File: config.mk
export PLATFORM = sky130hd
export DESIGN_NAME = mouse_cmd_sequencer
export DESIGN_NICKNAME = d
export VERILOG_FILES = /design/src/rtl/mouse_cmd_sequencer.sv
export SDC_FILE = /design/constraint.sdc
export NUM_CORES = 1
export LEC_CHECK = 0
export CAP_MARGIN = 20
export CORE_MARGIN = 5
export CORE_UTILIZATION = 40
export DETAILED_ROUTE_END_ITERATION = 16
export DONT_BUFFER_PORTS = 1
export RECOVER_POWER = 100
export SETUP_SLACK_MARGIN = 0.3
export SLEW_MARGIN = 20
export SYNTH_ARGS = -nofsm -noshare
export SYNTH_HDL_FRONTEND = slang
export SYNTH_SLANG_ARGS = --single-unit
File: constraint.sdc
create_clock -name CLK -period 5.31 [get_ports CLK]
set_clock_uncertainty 0.1 [all_clocks]
set_input_delay 1.062 -clock CLK [delete_from_list [all_inputs] [get_ports CLK]]
set_output_delay 1.062 -clock CLK [all_outputs]
set_load 0.005 [all_outputs]
File: src/rtl/mouse_cmd_sequencer.sv
// PS/2 mouse command sequencer: sends a command byte (plus optional argument),
// waits for transmit-complete and the device ACK (0xFA), resends on 0xFE up to
// MAX_RETRY times per byte, and aborts with an error on timeout or a bad reply.
// Ports:
//   CLK, RESET                  clock and synchronous active-high reset
//   CMD_REQ/CMD_BYTE/ARG_BYTE/ARG_VALID   host request, sampled only in IDLE
//   CMD_BUSY/CMD_DONE/CMD_ERR   status; CMD_ERR only meaningful with CMD_DONE
//   SEND_BYTE/BYTE_TO_SEND/BYTE_SENT      transmitter handshake
//   BYTE_READY/BYTE_READ/BYTE_ERROR_CODE  receiver input
//   STREAM_HOLD                 mirrors CMD_BUSY for the packet assembler
module mouse_cmd_sequencer #(
  parameter int TIMEOUT_CYCLES = 500000,
  parameter int MAX_RETRY      = 3
) (
  input  logic       CLK,
  input  logic       RESET,
  input  logic       CMD_REQ,
  input  logic [7:0] CMD_BYTE,
  input  logic [7:0] ARG_BYTE,
  input  logic       ARG_VALID,
  output logic       CMD_BUSY,
  output logic       CMD_DONE,
  output logic       CMD_ERR,
  output logic       SEND_BYTE,
  output logic [7:0] BYTE_TO_SEND,
  input  logic       BYTE_SENT,
  input  logic       BYTE_READY,
  input  logic [7:0] BYTE_READ,
  input  logic [1:0] BYTE_ERROR_CODE,
  output logic       STREAM_HOLD
);

  localparam int TW = $clog2(TIMEOUT_CYCLES) + 1;
  localparam int RW = $clog2(MAX_RETRY + 1) + 1;
  localparam logic [TW-1:0] TO_LAST   = TW'(TIMEOUT_CYCLES - 1);
  localparam logic [RW-1:0] RETRY_MAX = RW'(MAX_RETRY);

  localparam logic [7:0] REPLY_ACK    = 8'hFA;
  localparam logic [7:0] REPLY_RESEND = 8'hFE;

  typedef enum logic [2:0] {
    IDLE,
    SEND_CMD,
    WAIT_CMD_SENT,
    WAIT_CMD_ACK,
    SEND_ARG,
    WAIT_ARG_SENT,
    WAIT_ARG_ACK,
    FINISH
  } state_t;

  state_t        state, state_nxt;
  logic [7:0]    cmd_q, arg_q, byte_q;
  logic          arg_vld_q;
  logic          err_q;
  logic [RW-1:0] retry_cnt;
  logic [TW-1:0] to_cnt;

  logic fin_err, retry_inc, retry_clr;
  logic timed_out, good_rx, ack, resend, can_retry, in_wait;

  assign timed_out = (to_cnt == TO_LAST);
  assign good_rx   = BYTE_READY && (BYTE_ERROR_CODE == 2'b00);
  assign ack       = good_rx && (BYTE_READ == REPLY_ACK);
  assign resend    = good_rx && (BYTE_READ == REPLY_RESEND);
  assign can_retry = (retry_cnt < RETRY_MAX);
  assign in_wait   = (state == WAIT_CMD_SENT) || (state == WAIT_CMD_ACK) ||
                     (state == WAIT_ARG_SENT) || (state == WAIT_ARG_ACK);

  always_comb begin
    state_nxt = state;
    fin_err   = 1'b0;
    retry_inc = 1'b0;
    retry_clr = 1'b0;
    case (state)
      IDLE: begin
        if (CMD_REQ) begin
          state_nxt = SEND_CMD;
          retry_clr = 1'b1;
        end
      end
      SEND_CMD: state_nxt = WAIT_CMD_SENT;
      SEND_ARG: state_nxt = WAIT_ARG_SENT;
      // Qualifying events are tested before the timeout so they win a tie.
      WAIT_CMD_SENT: begin
        if (BYTE_SENT) begin
          state_nxt = WAIT_CMD_ACK;
        end else if (timed_out) begin
          state_nxt = FINISH;
          fin_err   = 1'b1;
        end
      end
      WAIT_ARG_SENT: begin
        if (BYTE_SENT) begin
          state_nxt = WAIT_ARG_ACK;
        end else if (timed_out) begin
          state_nxt = FINISH;
          fin_err   = 1'b1;
        end
      end
      WAIT_CMD_ACK: begin
        if (BYTE_READY) begin
          if (ack) begin
            // Argument byte gets its own fresh retry budget.
            retry_clr = 1'b1;
            state_nxt = arg_vld_q ? SEND_ARG : FINISH;
          end else if (resend && can_retry) begin
            retry_inc = 1'b1;
            state_nxt = SEND_CMD;
          end else begin
            state_nxt = FINISH;
            fin_err   = 1'b1;
          end
        end else if (timed_out) begin
          state_nxt = FINISH;
          fin_err   = 1'b1;
        end
      end
      WAIT_ARG_ACK: begin
        if (BYTE_READY) begin
          if (ack) begin
            state_nxt = FINISH;
          end else if (resend && can_retry) begin
            retry_inc = 1'b1;
            state_nxt = SEND_ARG;
          end else begin
            state_nxt = FINISH;
            fin_err   = 1'b1;
          end
        end else if (timed_out) begin
          state_nxt = FINISH;
          fin_err   = 1'b1;
        end
      end
      FINISH:  state_nxt = IDLE;
      default: state_nxt = IDLE;
    endcase
  end

  always_ff @(posedge CLK) begin
    if (RESET) begin
      state     <= IDLE;
      cmd_q     <= 8'h00;
      arg_q     <= 8'h00;
      arg_vld_q <= 1'b0;
      err_q     <= 1'b0;
      retry_cnt <= '0;
      to_cnt    <= '0;
      byte_q    <= 8'hFF;
    end else begin
      state <= state_nxt;

      if (state == IDLE && CMD_REQ) begin
        cmd_q     <= CMD_BYTE;
        arg_q     <= ARG_BYTE;
        arg_vld_q <= ARG_VALID;
      end

      if (retry_clr)      retry_cnt <= '0;
      else if (retry_inc) retry_cnt <= retry_cnt + 1'b1;

      if (state_nxt != state) to_cnt <= '0;
      else if (in_wait)       to_cnt <= to_cnt + 1'b1;

      if (state_nxt == FINISH && state != FINISH) err_q <= fin_err;

      // Transmit data is loaded on entry to a SEND state and held through the
      // waits; it returns to the idle-line value when the sequence ends.
      if (state_nxt != state) begin
        case (state_nxt)
          SEND_CMD: byte_q <= (state == IDLE) ? CMD_BYTE : cmd_q;
          SEND_ARG: byte_q <= arg_q;
          FINISH:   byte_q <= 8'hFF;
          default:  byte_q <= byte_q;
        endcase
      end
    end
  end

  assign CMD_BUSY     = (state != IDLE);
  assign STREAM_HOLD  = CMD_BUSY;
  assign CMD_DONE     = (state == FINISH);
  assign CMD_ERR      = (state == FINISH) && err_q;
  assign SEND_BYTE    = (state == SEND_CMD) || (state == SEND_ARG);
  assign BYTE_TO_SEND = byte_q;

endmodule

# --- After elaboration in Yosys (flattened, before gate mapping) ---
# Cells that the tools add are included.
op_classes:
  n_addsub: 2
  order_cmp: 1
  eq_ne: 15
  n_mux: 28
  reduce_logical: 20
ops:
  columns: ["operator", "count"]
  rows:
  - ["$mux W3", 8]
  - ["$pmux W3 S8", 1]
  - ["$pmux W8 S3", 1]
  - ["$add A20 B1 Y20 const B", 1]
  - ["$eq A20 B19 Y1 const B", 1]
  - ["$eq A3 B3 Y1 const B", 6]
  - ["$eq A8 B8 Y1 const B", 2]
  - ["$mux W1", 12]
  - ["$mux W8", 1]
  - ["$reduce_or A2 Y1", 4]
  - ["$logic_and A1 B1 Y1", 7]
  - ["$eq A3 B1 Y1 const B", 2]
  - ["$eq A3 B2 Y1 const B", 2]
  - ["$mux W2", 3]
  - ["$reduce_bool A3 Y1", 2]
  - ["$logic_or A1 B1 Y1", 4]
  - ["$pmux W1 S2", 2]
  - ["$add A3 B1 Y3 const B", 1]
  - ["$logic_not A3 Y1", 1]
  - ["$lt A3 B2 Y1 const B", 1]
  - ["$ne A3 B3 Y1", 1]
  - ["$ne A3 B3 Y1 const B", 1]
  - ["$logic_not A2 Y1", 1]
  - ["$reduce_and A2 Y1", 1]
word_totals:
  regBits: 52
  in_bits: 32
  out_inout_bits: 13

# --- Logic depth before layout (Yosys ltp) ---
logic_depth:
  word_depth: 11
  mapped_depth: 9

# --- Worst setup path after synthesis ---
# OpenSTA, ideal clock, no wires.
synth_path:
  path_type: "input-to-reg"
  startpoint: "input port BYTE_ERROR_CODE[1]"
  endpoint: "register byte_q[0] (netlist: BYTE_TO_SEND[0])"
  setup_ns: 0.080
  t_arrival_ns: 3.038
  setup_slack_ns: 2.091
  cell_stages: 7
  n_path_buf: 0
  cell_sequence: "or4b_4 > nor3_4 > nand2_2 > o21a_1 > a221oi_4 > nand3b_1 > o211ai_1"
synth_between:
  elab_chain_len: 11
  word_cells_on_any_way: 19
  classes_between: "eq/ne (4); mux (8); reduce/logical (7)"
synth_lines:
  columns: ["element", "line", "rtl"]
  rows:
  - ["from (decl)", "29", "input logic [1:0] BYTE_ERROR_CODE,"]
  - ["$logic_not A2 Y1 (*)", "63", "assign good_rx = BYTE_READY && (BYTE_ERROR_CODE == 2'b00);"]
  - ["$logic_and A1 B1 Y1 (*)", "63", null]
  - ["$logic_and A1 B1 Y1", "65", "assign resend = good_rx && (BYTE_READ == REPLY_RESEND);"]
  - ["$logic_and A1 B1 Y1", "107, 123", null]
  - ["$mux W2 or $mux W3 (tied branches)", "123, 107", null]
  - ["$mux W2 or $mux W3 (tied branches)", "121, 103", null]
  - ["$mux W3, on equally long branches", "120, 102", null]
  - ["$pmux W3 S8 (*)", "75", "case (state)"]
  - ["$eq A3 B3 Y1 or $eq A3 B1 Y1 (tied branches)", "170", "case (state_nxt)"]
  - ["$reduce_bool A3 Y1 (no source line)", null, null]
  - ["$reduce_and A2 Y1 (no source line)", null, null]
  - ["to (signal assigned)", "171", "SEND_CMD: byte_q <= (state == IDLE) ? CMD_BYTE : cmd_q;"]
  - ["to (signal assigned)", "172", "SEND_ARG: byte_q <= arg_q;"]
  - ["to (signal assigned)", "174", "default: byte_q <= byte_q;"]
  - ["to (decl)", "53", "logic [7:0] cmd_q, arg_q, byte_q;"]
# Every way passes the cells marked *; elsewhere a longest branch is shown, timed or not.
# A chain may end at the register's enable or synchronous reset.

# --- Final worst setup path ---
layout_path:
  startpoint: "input port BYTE_ERROR_CODE[1]"
  endpoint: "register byte_q[3] (netlist: BYTE_TO_SEND[3])"
# The elaborated chain is that of the path after synthesis.

==> impl_summary.log <==
INFO  metric run_status = finished clean
INFO  metric internal-power = 683 uW
INFO  metric core_area = 0.00628 sq mm
INFO  metric numClockSinks = 52
INFO  metric rsz0062_at_grt = no
INFO  metric crit-reg2reg-capture = to_cnt[3]
INFO  metric drt_drc_violations_left = 0
INFO  metric clock_power_share = 0.324
INFO  metric post_synth.cell_area_avg = 8.33 sq um
INFO  metric ys_async_sr_fraction = 0
INFO  metric rr_startpoint = to_cnt[11]
INFO  metric route.vias.total = 2032
INFO  metric dp.final_hpwl = 3970 microns
INFO  metric clock_buffer_count_from_cts = 5
INFO  metric gp_congestion = 0.868
INFO  metric crit_path_end_kind = register
INFO  metric worst_ir_drop_vdd = 0.189 mV
INFO  metric clock_tree_from_tritoncts = yes
INFO  metric via_per_inst = 5.38
INFO  metric yosys-top-cells-area = sky130_fd_sc_hd__dfxtp_1 41%, sky130_fd_sc_hd__nand2_1 6.9%, sky130_fd_sc_hd__a21oi_1 6.1%
INFO  metric max_cap_violations = 0
INFO  metric cts.clk_slew.worst_paths = 0.09 ns
INFO  metric detailedRoute.firstIterationViolations = 76
INFO  metric initial_utilization = 0.405
INFO  metric detailed_routing_iterations_pass_1 = 4
INFO  metric die_y = 89.7 microns
INFO  metric portion_of_the_post_synthesis_area_used_by_sequential_elements = 0.410
INFO  metric power_leakage = 0.914 nW
INFO  metric worst_hold_path.num_cells = 2
INFO  metric design_power_total = 975 uW
INFO  metric grt_max_degree = 23
INFO  metric sequentialPowerShare = 0.477
INFO  metric antennaDiodeCount = 0
INFO  metric cts_resized = 0
INFO  metric post-synth-top-area-cell = sky130_fd_sc_hd__dfxtp_1
INFO  metric critical_path_arrival = 4.08 ns
INFO  metric cts.root.buffer_cell = sky130_fd_sc_hd__clkbuf_8
INFO  metric startpoint_type = primary input
INFO  metric r2r_slack = 1.89 ns
INFO  metric io_buffers = 0
INFO  metric cellPowerDensity = 363 mW/mm^2
INFO  metric clock.fmax = 253 MHz
INFO  metric synth_top_cell_area_share = 0.410
INFO  metric actual_transition_at_the_worst_max_transition_pin = 0.875 ns
INFO  metric grt_first_pass_wirelength = 9170 microns
INFO  metric dieArea = 0.00804 sq mm
INFO  metric holdBufCountCts = 0
INFO  metric placementRows = 29
INFO  metric ys_ff_latch = 52
INFO  metric swShare = 0.299
INFO  metric route.detailed.wl_per_inst = 14.5 microns
INFO  metric syn_nets = 339
INFO  metric cp.required = 5.44 ns
INFO  metric worst_slew_margin_rel = 0.416
INFO  metric synth_area = 0.00254 sq mm
INFO  metric finalWorstPathRequiredPeriod = 3.96 ns
INFO  metric hold_fails_final_rpt = 0
INFO  metric power_switching = 292 uW
INFO  metric die-width = 89.7 microns
INFO  metric tns = 0 ns
INFO  metric end_point_of_the_critical_path = BYTE_TO_SEND[3]
INFO  metric path_max_fanout = 8
INFO  metric cp-startpoint = BYTE_ERROR_CODE[1]
INFO  metric timing.final.max_slew_violations = 0
INFO  metric timing_worst_setup_path_type = primary input to register
INFO  metric finalCritPeriodShare = 0.745
INFO  metric antenna_found_initial = 0
INFO  metric synth_cells = 305
INFO  metric h_tree_lvls = 2
INFO  metric pwr-share-comb = 0.199
INFO  metric drt_wl_total = 5480 microns
INFO  metric synth_edf_count = 0
INFO  metric hold_path.class = register to register
INFO  metric post_synth_num_cell_types = 48
INFO  metric most_used_flip_flop_cell_after_synthesis = sky130_fd_sc_hd__dfxtp_1
INFO  metric postCtsSetupRepairBufs = 0
INFO  metric rr_worst_depth = 9
INFO  metric fin_nets = 335
INFO  metric clk_path_buf_depth = 2
INFO  metric boundaryPins = 45
INFO  metric grt_usage = 0.148
INFO  metric ys_warn_count = 0
INFO  metric global_route.overflow_total = 0
INFO  metric vias_in_the_first_global_route = 1920
INFO  metric clock_insertion_delay_worst_skew = 0.31 ns
INFO  metric post_route_cells_drive_above_1_share = 0.0432
INFO  metric synthToLayoutAreaGrowth = 5.66%
INFO  metric setup_viol = 0
INFO  metric leading_cell_type_in_the_layout_fill_and_taps_excluded = sky130_fd_sc_hd__dfxtp_1
INFO  metric final_antenna_net_count = 0
INFO  metric layout.cells.most_common_list = 52 x sky130_fd_sc_hd__dfxtp_1, 47 x sky130_fd_sc_hd__nand2_1, 38 x sky130_fd_sc_hd__nor2_1
synth_stat cells (all sizes together) (3+ instances only):
| master | n |
|---|---|
| nand4 | 6 |
| nor3 | 3 |
| xor2 | 7 |
| nor3b | 3 |
| buf | 4 |
| inv | 6 |
| and2 | 3 |
| and3 | 8 |
| dfxtp | 52 |
| nor2b | 6 |
| nor2 | 38 |
| o31ai | 3 |
| xnor2 | 17 |
| clkbuf | 9 |
| o211ai | 9 |
| mux2i | 10 |
| o21ai | 12 |
| nand3 | 6 |
| a21oi | 31 |
| nand2 | 48 |
layout make-up:
type	count	area, sq um
clock buffer	5	68.8
clock inverter	2	60.1
fill	641	3590
inverter	6	22.5
multi-input combinational	234	1390
sequential	52	1040
tap	77	96.3
timing repair buffer	2	7.51
cells by family (layout without fill, tap and decap cells):
family	count (synthesis)	in the layout	synth area share
AO/OA/AOI/OAI	65	65	0.163
XOR/XNOR	24	24	0.0857
adder cells (fa/ha/maj)	2	2	0.00985
buffers and inverters	19	15	0.0305
flip-flops	52	52	0.410
multiplexers	10	10	0.0394
AND/OR/NAND/NOR	133	133	0.262
registers in the layout, summed over array words and instances (netlist names):
register	count
arg_q	8
retry_cnt	3
arg_vld_q	1
cmd_q	8
to_cnt	20
state	3
err_q	1
BYTE_TO_SEND	8
stage by stage:
| stage | worst slack, ns | cell area, sq um | hold slack [ns] | util | cells |
|---|---|---|---|---|---|
| floorplan | 2.09 | 2540 | 0.331 | - | 305 |
| global placement | 1.88 | 2600 | 0.335 | 0.414 | 371 |
| detailed placement | 1.82 | 2600 | 0.342 | 0.414 | 371 |
| CTS | 2.14 | 2730 | 0.354 | 0.435 | 378 |
| global route | 0.999 | 2680 | 0.373 | 0.428 | 378 |
| finish | 1.35 | 2680 | 0.356 | 0.428 | 378 |
worst min-delay path by stage:
stage	slack [ns]	start	endpoint
2_1_floorplan	0.33	arg_q[0]	arg_q[0]
3_3_place_gp	0.33	cmd_q[0]	cmd_q[0]
3_5_place_dp	0.34	cmd_q[3]	cmd_q[3]
4_1_cts	0.35	cmd_q[3]	cmd_q[3]
5_1_grt	0.37	cmd_q[3]	cmd_q[3]
6_report	0.36	cmd_q[3]	cmd_q[3]
power groups by stage:
stage	registers, mW	logic (mW)	clock network, mW
global route	0.471	0.222	0.341
global placement	0.475	0.204	0
floorplan	0.451	0.185	0
finish	0.464	0.194	0.316
detailed placement	0.474	0.207	0
CTS	0.465	0.208	0.327
layer usage:
layer  part of all wire  track usage  vias up
li1                   -            -     1040
met1               0.44        0.182      946
met2               0.47        0.234       39
met3              0.064       0.0529        7
met4              0.018       0.0609        0
met5                  0            0        -
worst max-delay path: stages:
cell,delay (ns)
sky130_fd_sc_hd__or4b_1,0.54
sky130_fd_sc_hd__nor3_1,0.49
sky130_fd_sc_hd__a41oi_1,0.20
sky130_fd_sc_hd__a211oi_1,0.38
sky130_fd_sc_hd__and2b_1,0.35
sky130_fd_sc_hd__nor3b_1,0.76
sky130_fd_sc_hd__a21oi_1,0.17
sky130_fd_sc_hd__o211ai_1,0.13
(Power assumes the default switching activity.)
